$ cat src/rtl/cpu_control_unit_pkg.sv
// rtl/cpu_control_unit_pkg.sv - shared encodings for the accumulator-machine sequencer
package cpu_control_unit_pkg;

  // Major opcodes, IR[15:12]
  localparam logic [3:0] OP_HALT  = 4'h0;
  localparam logic [3:0] OP_LOAD  = 4'h1;
  localparam logic [3:0] OP_STORE = 4'h2;
  localparam logic [3:0] OP_JUMP  = 4'h3;
  localparam logic [3:0] OP_JZ    = 4'h4;
  localparam logic [3:0] OP_ALUM  = 4'h5;
  localparam logic [3:0] OP_SETOP = 4'h6;
  localparam logic [3:0] OP_ALUI  = 4'h7;

  // ALU opcodes driven on alu_op; only ADD (reset value) and DIV matter to the sequencer
  localparam logic [3:0] ALU_ADD   = 4'b0000;
  localparam logic [3:0] ALU_SUB   = 4'b0001;
  localparam logic [3:0] ALU_MUL   = 4'b0010;
  localparam logic [3:0] ALU_DIV   = 4'b0011;
  localparam logic [3:0] ALU_CMPEQ = 4'b1110;
  localparam logic [3:0] ALU_CMPLT = 4'b1111;

  // FSM state encodings
  localparam logic [2:0] ST_IDLE   = 3'd0;
  localparam logic [2:0] ST_FETCH  = 3'd1;
  localparam logic [2:0] ST_DECODE = 3'd2;
  localparam logic [2:0] ST_EXEC   = 3'd3;
  localparam logic [2:0] ST_MEMRD  = 3'd4;
  localparam logic [2:0] ST_HALTED = 3'd5;

  // Instructions that need the extra MEMRD cycle to see M[a]
  function automatic logic needs_mem_read(input logic [3:0] op);
    return (op == OP_LOAD) || (op == OP_ALUM);
  endfunction

endpackage

$ cat src/rtl/cpu_control_unit.sv
// rtl/cpu_control_unit.sv - multi-cycle fetch/decode/execute sequencer owning PC, IR, AC and op_reg
module cpu_control_unit
  import cpu_control_unit_pkg::*;
#(
  parameter int DATA_W   = 16,
  parameter int ADDR_W   = 14,
  parameter int RESET_PC = 0
) (
  input  logic              clk,
  input  logic              reset_n,
  input  logic              start,
  output logic [ADDR_W-1:0] mem_addr,
  output logic [DATA_W-1:0] mem_wdata,
  output logic              mem_we,
  input  logic [DATA_W-1:0] mem_rdata,
  output logic [3:0]        alu_op,
  output logic [DATA_W-1:0] alu_a,
  output logic [DATA_W-1:0] alu_b,
  input  logic [DATA_W-1:0] alu_result,
  output logic [ADDR_W-1:0] pc,
  output logic [DATA_W-1:0] acc,
  output logic              halted,
  output logic              err
);

  logic [2:0]        state_q, state_d;
  logic [ADDR_W-1:0] pc_q, pc_d;
  logic [DATA_W-1:0] ir_q, ir_d;
  logic [DATA_W-1:0] ac_q, ac_d;
  logic [3:0]        op_q, op_d;
  logic              err_q, err_d;

  logic [3:0]        major;
  logic [ADDR_W-1:0] operand_addr;
  logic              div_by_zero;

  assign major        = ir_q[15:12];
  assign operand_addr = ADDR_W'(ir_q[11:0]);
  // Divide-by-zero is judged on whatever operand the ALU currently sees
  assign div_by_zero  = (op_q == ALU_DIV) && (alu_b == '0);

  // Next-state and register update logic for the instruction sequencer
  always_comb begin
    state_d = state_q;
    pc_d    = pc_q;
    ir_d    = ir_q;
    ac_d    = ac_q;
    op_d    = op_q;
    err_d   = 1'b0;
    case (state_q)
      ST_IDLE: begin
        if (start) state_d = ST_FETCH;
      end
      ST_FETCH: begin
        state_d = ST_DECODE;
      end
      ST_DECODE: begin
        ir_d    = mem_rdata;
        pc_d    = pc_q + ADDR_W'(1);
        state_d = ST_EXEC;
      end
      ST_EXEC: begin
        state_d = ST_FETCH;
        if (needs_mem_read(major)) begin
          state_d = ST_MEMRD;
        end else begin
          case (major)
            OP_HALT:  state_d = ST_HALTED;
            OP_STORE: ;
            OP_JUMP:  pc_d = operand_addr;
            OP_JZ: begin
              if (ac_q == '0) pc_d = operand_addr;
            end
            OP_SETOP: op_d = ir_q[3:0];
            OP_ALUI: begin
              if (div_by_zero) begin
                ac_d  = '1;
                err_d = 1'b1;
              end else begin
                ac_d = alu_result;
              end
            end
            default:  err_d = 1'b1;
          endcase
        end
      end
      ST_MEMRD: begin
        state_d = ST_FETCH;
        if (major == OP_LOAD) begin
          ac_d = mem_rdata;
        end else if (div_by_zero) begin
          ac_d  = '1;
          err_d = 1'b1;
        end else begin
          ac_d = alu_result;
        end
      end
      ST_HALTED: begin
        if (start) state_d = ST_FETCH;
      end
      default: state_d = ST_IDLE;
    endcase
  end

  // Architectural state with asynchronous reset; reset abandons any in-flight instruction
  always_ff @(posedge clk or negedge reset_n) begin
    if (!reset_n) begin
      state_q <= ST_IDLE;
      pc_q    <= ADDR_W'(RESET_PC);
      ir_q    <= '0;
      ac_q    <= '0;
      op_q    <= ALU_ADD;
      err_q   <= 1'b0;
    end else begin
      state_q <= state_d;
      pc_q    <= pc_d;
      ir_q    <= ir_d;
      ac_q    <= ac_d;
      op_q    <= op_d;
      err_q   <= err_d;
    end
  end

  // Memory and ALU drive, decoded straight from the current state so reset kills mem_we at once
  always_comb begin
    mem_addr  = pc_q;
    mem_we    = 1'b0;
    mem_wdata = ac_q;
    alu_op    = op_q;
    alu_a     = ac_q;
    alu_b     = DATA_W'(ir_q[11:0]);
    if (state_q == ST_EXEC) begin
      mem_addr = operand_addr;
      if (major == OP_STORE) mem_we = 1'b1;
    end
    if (state_q == ST_MEMRD) alu_b = mem_rdata;
  end

  assign pc     = pc_q;
  assign acc    = ac_q;
  assign halted = (state_q == ST_HALTED);
  assign err    = err_q;

endmodule
$ cat config.mk
export PLATFORM = sky130hd
export DESIGN_NAME = cpu_control_unit
export DESIGN_NICKNAME = d
export VERILOG_FILES = /design/src/rtl/cpu_control_unit_pkg.sv /design/src/rtl/cpu_control_unit.sv
export SDC_FILE = /design/constraint.sdc
export NUM_CORES = 1
export LEC_CHECK = 0
export ABC_AREA = 1
export CAP_MARGIN = 15
export CORE_MARGIN = 1.5
export CORE_UTILIZATION = 48
export CTS_BUF_LIST = sky130_fd_sc_hd__clkbuf_4 sky130_fd_sc_hd__clkbuf_8 sky130_fd_sc_hd__clkbuf_16
export DETAILED_ROUTE_END_ITERATION = 6
export PLACE_DENSITY = 0.83
export REMOVE_ABC_BUFFERS = 1
export SYNTH_ARGS = -nofsm -noshare
export SYNTH_HDL_FRONTEND = slang
export SYNTH_SLANG_ARGS = --single-unit
$ cat constraint.sdc
create_clock -name clk -period 4.95 [get_ports clk]
set_input_delay 0.99 -clock clk [delete_from_list [all_inputs] [get_ports clk]]
set_output_delay 0.99 -clock clk [all_outputs]
set_load 0.01 [all_outputs]
==> results by group, run 1 <==
Run status
  • Outcome: finished, final reports clean

Critical path
  • CP arrival: 2800 ps
  • R2R Path End: acc[11]
  • WS Path Type: reg -> out
  • Number of buffers and inverters on the critical path: 2
  • CP peak stage delay: between 700 and 800 ps
  • Crit-path max FO: 23
  • Reg2Reg Launch Point: state_q[2]
  • Crit path launch type: flip-flop
  • CP max stage cell: dfrtp_1
  • Family with the most delay on the worst path: buffers and inverters
  • CP Cell Sequence: nor2_2 -> nand2_1 -> inv_2 -> o21ai_0 -> clkdlybuf4s50_1
  • Worst reg-to-reg path cell count: 8
  • Worst Path Required: 3960 ps
  • Crit end category: primary output
  • R2R Setup Slk: 2050 ps
  • Crit path depth: 5

Timing
  • Crit path time final: 3790 ps
  • Worst-Margin Slew: between 800 and 900 ps
  • Slew HR: approximately 43%
  • Final Max Tran Viols: 0
  • Tcrit/Tclk final: about three quarters
  • Setup_tns: 0 ps
  • RSZ-0062 raised after global routing: no
  • Skew final: 8.62 ps
  • Finish-stage setup viols: 0
  • Final Hold Fails: 0
  • Fmax: 0.264 GHz

Yosys
  • Simple-Gate Fraction of Synth Area: 31.3%
  • Post-Syn Instances: about 510
  • Synth Area in XOR/XNOR: 0.253%
  • Average size of a mapped cell: 6.87 um^2
  • EDFF count, synth: 0
  • Mapped Area: 0.00347 mm^2
  • Seq/Total Area, Yosys: 39.0%
  • Compound-cell area share of the yosys netlist: 11.0%
  • Netlist cell types: 31
  • Async set-reset flop share out of synthesis: 100%
  • Seq cells post-synth: 54
  • Largest family of logic cells by synthesized area: simple AND/OR/NAND/NOR gates
  • Mux cell area share after synthesis: ~2.6%
  • Yosys warning count: 0
  • Post-synthesis adder-cell area fraction: less than 1%
  • Main synth FF type: dfrtp_1

Place
  • Buffers added on ports: between 100 and 150
  • Global placement routability congestion: 0.888
  • HPWL Detailed: 7650 um
  • Area post-placement: 0.00459 mm^2

Global routing
  • First-pass GRT wire length: 15500 um
  • GRT Util Overall: approximately 25%
  • Largest net degree at the start of global routing: 55
  • Remaining Overflow, GRT: 0
  • Vias in the first global route: 3268
  • Initial antenna violation count: 0

Clock network
  • Worst-Skew Late Latency: between 300 and 400 ps
  • Post-cts repair resize count: 0
  • Post-CTS Hold Fix Bufs: 0
  • Htree depth: 2
  • Clock sink total: 54
  • Total CTS buffers: 5
  • Worst-path clk slew: 100 ps
  • Clock root cell: clkbuf_8
  • Worst-case clock buffer depth: 2
  • CTS tree: yes
  • Setup Buffers After CTS: 0

Die
  • Die area: 0.00774 mm^2
  • Core Area: 0.00691 mm^2
  • Initial Util: about half
  • Die Height: 88.0 um
  • Horiz. Die Dim: 88.0 um
  • Ports: 134
  • Row Count: 30

Route
  • Vias per cell: 5.15
  • DR WL/cell: 14.4 um
  • Initial DRC count: 215
  • DRT Pass-1 Iters: 5
  • DRC viols: 0
  • Vias: 3568
  • Total wire length: 9950 um
  • ANT nets after route: 0

Power
  • Pwr/cell area: 645 mW/mm^2
  • Leak: 2.29 nW
  • Maximum vdd ir drop: 0.266 mV

Worst hold path
  • Worst Hold Class: reg -> reg
  • Hold Crit Depth: 2
  • Hold EP: ir_q[11]
  • Min-Delay Startpoint: ir_q[11]

Final layout
  • Layout cells sized above 1: under 10%
  • Final Cell Area: between 0.004 and 0.005 mm^2
  • N_diodes: 0
  • P&R area growth vs syn: 34.6%
  • Final nets: 633

Job
  • Max-Cap Viols: 0
## cells in the mapped netlist (4+ instances only)
cell      number  share of area [%]
nor2_1        50                5.4
dfrtp_1       54                 39
buf_4         33                7.1
a21oi_1        5               0.72
inv_2          4               0.43
o21ai_0       51                7.4
nor3_1         5               0.72
mux2_2         8                2.6
nand2_1      177                 19
o21ai_1       10                1.4
nand3_1       17                2.5
inv_1         50                5.4
buf_2          9                1.3
clkbuf_1       5               0.54
nand4_1        5               0.90
## power by group
group	switching, mW	leakage (nW)	internal [mW]	total (mW)
registers	0.255	0.663	0.645	0.901
logic	0.929	1.59	0.941	1.87
clock network	0.146	0.0438	0.0956	0.241
## cell families (layout without fill, tap and decap cells)
logic type / Yosys count / in the layout
compound gates: 73 / 73
xor+xnor: 1 / 1
flops: 54 / 54
buf+inv: 103 / 195
simple gates: 265 / 265
fa+ha+maj: 1 / 1
mux: 8 / 8
## tightest hold or removal path, cell delays in order, from the launching register on
cell,delay (ps)
dfrtp_1,360
nand2_1,50
o21ai_0,70
## flip-flops by register name, indices dropped and copies added (netlist names)
name,count
err,1
acc,16
alu_op,4
ir_q,16
pc,14
state_q,3
## routing by layer
metal / up-vias / global-route usage [%] / wire (um)
met5: - / 0 / 0
met1: 1687 / 35.1 / 4170
met4: 0 / 6.06 / 127
li1: 1731 / - / -
met2: 138 / 42.4 / 5050
met3: 12 / 3.77 / 601
## how the worst max path moves through the flow
stage | start | end | slack, ps
after CTS | state_q[2] | mem_addr[8] | 1190
final | state_q[2] | mem_addr[4] | 1160
after detailed placement | state_q[2] | mem_addr[8] | 1540
after global placement | state_q[2] | mem_addr[8] | 1560
after floorplan | state_q[2] | mem_addr[8] | 2340
after global routing | state_q[2] | mem_addr[8] | 900
## placed cells by master (no fill, tap or decap), types with 5 or more instances in the layout
cell type,instances
nand2_1,177
clkdlybuf4s50_1,132
dfrtp_1,54
o21ai_0,51
inv_1,50
nor2_1,50
nand3_1,17
o21ai_1,10
mux2_2,8
nand4_1,5
nor3_1,5
a21oi_1,5
clkbuf_8,5
## layout make-up
type	count	area (um^2)
fill	625	2240
multi-input combinational	348	1580
sequential	54	1350
timing repair buffer	134	1330
inverter	54	203
tap	96	120
clock buffer	5	68.8
clock inverter	2	10.0
## per-stage QoR
stage | total power [mW] | std cells | utilization [%] | hold slack, ps | worst slack [ps]
floorplan | 1.73 | 456 | - | 453 | 2340
global placement | 2.72 | 686 | 66.4 | 470 | 1560
detailed placement | 2.78 | 686 | 66.4 | 491 | 1540
CTS | 3.02 | 693 | 67.6 | 516 | 1190
global route | 3.25 | 693 | 67.6 | 538 | 904
finish | 3.01 | 693 | 67.6 | 508 | 1160
No activity file was read; power rests on OpenSTA's default activity.
==> inputs of run 2 (changes only) <==
CORE_UTILIZATION = 45   (was 48)
PLACE_DENSITY = 0.78   (was 0.83)
clock period = 3.8 ns   (was 4.95 ns; I/O delays follow)
==> run 2 against run 1 <==
Compared with the run above:
- sequential share of layout area fell by 0.17 points
- via count fell by 1.1%
- hold slack got worse by 16 ps
- sequential power rose by 30%
- core utilization fell by 3.9 points
- critical path type unchanged
==> results by group, run 2 (synthesis gave the netlist of run 1 again) <==
Final layout
  • Area of the multi-input gates: 0.00158 mm^2 (unchanged)
  • P&R area growth vs syn: 35.4% (was 34.6%)
  • Fillers: 669 (was 625)
  • Reg area: 0.00135 mm^2 (unchanged)
  • Final nets: 634 (was 633)
  • Post-Layout Cell Count: 698 (was 693)
  • Layout cells sized above 1: 5.51% (was 5.19%)
  • Most common cell after layout, fill and taps aside: nand2_1 (unchanged)
  • Most frequent cells in the layout: nand2_1, clkdlybuf4s50_1, dfrtp_1 (unchanged)
  • N_diodes: 0 (unchanged)

Worst hold path
  • Hold EP: ir_q[10] (was ir_q[11])
  • Worst Hold Class: reg -> reg (unchanged)
  • Hold Crit Depth: 2 (unchanged)
  • Min-Delay Startpoint: ir_q[10] (was ir_q[11])

Global routing
  • Remaining Overflow, GRT: 0 (unchanged)
  • Initial antenna violation count: 0 (unchanged)
  • GRT Util Overall: 23.9% (was 25.5%)
  • First-pass GRT wire length: 16000 um (was 15500 um)
  • Largest net degree at the start of global routing: 39 (was 55)
  • Vias in the first global route: 3293 (was 3268)

Power
  • Total power: 3.95 mW (was 3.01 mW)
  • Leak: 2.30 nW (was 2.29 nW)
  • Pwr/cell area: 841 mW/mm^2 (was 645 mW/mm^2)
  • Maximum vdd ir drop: 0.537 mV (was 0.266 mV)

Route
  • Total wire length: 9710 um (was 9950 um)
  • Initial DRC count: 147 (was 215)
  • Vias per cell: 5.05 (was 5.15)
  • ANT nets after route: 0 (unchanged)
  • DR WL/cell: 13.9 um (was 14.4 um)
  • DRT Pass-1 Iters: 5 (unchanged)
  • Vias: 3527 (was 3568)
  • DRC viols: 0 (unchanged)

Critical path
  • WS Path Type: reg -> out (unchanged)
  • R2R Path End: acc[4] (was acc[11])
  • R2R Setup Slk: 1320 ps (was 2050 ps)
  • Crit path launch type: flip-flop (unchanged)
  • Reg2Reg Launch Point: state_q[2] (unchanged)
  • Crit end category: primary output (unchanged)
  • Crit-path max FO: 23 (unchanged)
  • CP arrival: 2390 ps (was 2800 ps)
  • Worst Path Required: 3040 ps (was 3960 ps)
  • Worst reg-to-reg path cell count: 8 (unchanged)

Clock network
  • Worst-Skew Late Latency: 310 ps (about the same)
  • CTS tree: yes (unchanged)
  • Clock sink total: 54 (unchanged)
  • Post-CTS Hold Fix Bufs: 0 (unchanged)
  • Post-cts repair resize count: 0 (unchanged)
  • Total CTS buffers: 5 (unchanged)
  • Htree depth: 2 (unchanged)
  • Worst-case clock buffer depth: 2 (unchanged)
  • Clock root cell: clkbuf_8 (unchanged)
  • Setup Buffers After CTS: 0 (unchanged)
  • Worst-path clk slew: 100 ps (about the same)

Timing
  • RSZ-0062 raised after global routing: no (unchanged)
  • Skew final: 10.8 ps (was 8.62 ps)
  • Slew HR: 39.8% (was 43.1%)
  • Tcrit/Tclk final: 82.8%
  • Setup_tns: 0 ps (unchanged)
  • Crit path time final: approximately 3100 ps
  • Finish-stage setup viols: 0 (unchanged)
  • Worst-Margin Slew: 903 ps (was 851 ps)
  • Final Hold Fails: 0 (unchanged)
  • Final worst slack: 653 ps (was 1160 ps)
  • Fmax: between 0.3 and 0.4 GHz
  • Final Max Tran Viols: 0 (unchanged)
  • Fin Hold WS: 492 ps (was 508 ps)

Place
  • HPWL Detailed: 7350 um (was 7650 um)
  • Place WS: 983 ps (was 1540 ps)
  • Global placement routability congestion: 0.846 (was 0.888)
  • Inst Count DP: 690 (was 686)
  • Buffers added on ports: 133 (unchanged)

Die
  • Die Height: 90.8 um (was 88.0 um)
  • Core Area: 0.00737 mm^2 (was 0.00691 mm^2)
  • Die area: 0.00824 mm^2 (was 0.00774 mm^2)
  • Horiz. Die Dim: 90.8 um (was 88.0 um)
  • Ports: 134 (unchanged)
  • Initial Util: 47.1% (was 50.2%)
  • Row Count: 31 (was 30)

Job
  • Max-Cap Viols: 0 (unchanged)

Run status
  • Outcome: finished, final reports clean (unchanged)
==> run 2: final cells by class <==
class                      instances  area share (%)
clock inverter                     2           0.267
clock buffer                       6            1.76
inverter                          54            4.32
sequential                        54            28.8
multi-input combinational        348            33.7
timing repair buffer             135            28.6
tap                               99            2.64
==> run 2: routing by layer <==
| metal | part of all wire (%) | wire, um | up-vias | global-route usage, % |
|---|---|---|---|---|
| li1 | - | - | 1740 | - |
| met1 | 45 | 4320 | 1659 | 32.1 |
| met2 | 49 | 4790 | 120 | 40.4 |
| met3 | 5.2 | 509 | 8 | 3.28 |
| met4 | 0.95 | 92 | 0 | 5.99 |
| met5 | 0 | 0 | - | 0 |
==> run 2: worst max path at each step <==
stage,slack (ps),endpoint,from
finish,650,mem_addr[7],state_q[2]
global placement,970,alu_b[3],mem_rdata[3]
floorplan,1420,mem_addr[8],state_q[2]
CTS,670,mem_addr[7],state_q[2]
detailed placement,980,alu_b[3],mem_rdata[3]
global route,480,mem_addr[7],state_q[2]
==> run 2: worst max-delay path, stage by stage, from the launching register on <==
cell and delay, ps:
dfrtp_1 630, nor2_2 240, nand2_1 100, inv_2 280, nand2_1 80, o21ai_0 150, clkdlybuf4s50_1 600
==> run 2: power breakdown <==
group | internal (mW) | total (mW) | switching (mW)
Combinational | 1.23 | 2.44 | 1.21
Sequential | 0.840 | 1.17 | 0.330
Clock | 0.147 | 0.338 | 0.191
Total | 2.22 | 3.95 | 1.73
==> run 2: through the flow <==
step           util [%]  area [um^2]
2_1_floorplan         -         3130
3_3_place_gp       62.4         4600
3_5_place_dp       62.4         4600
4_1_cts            63.7         4690
5_1_grt            63.7         4690
6_report           63.7         4690
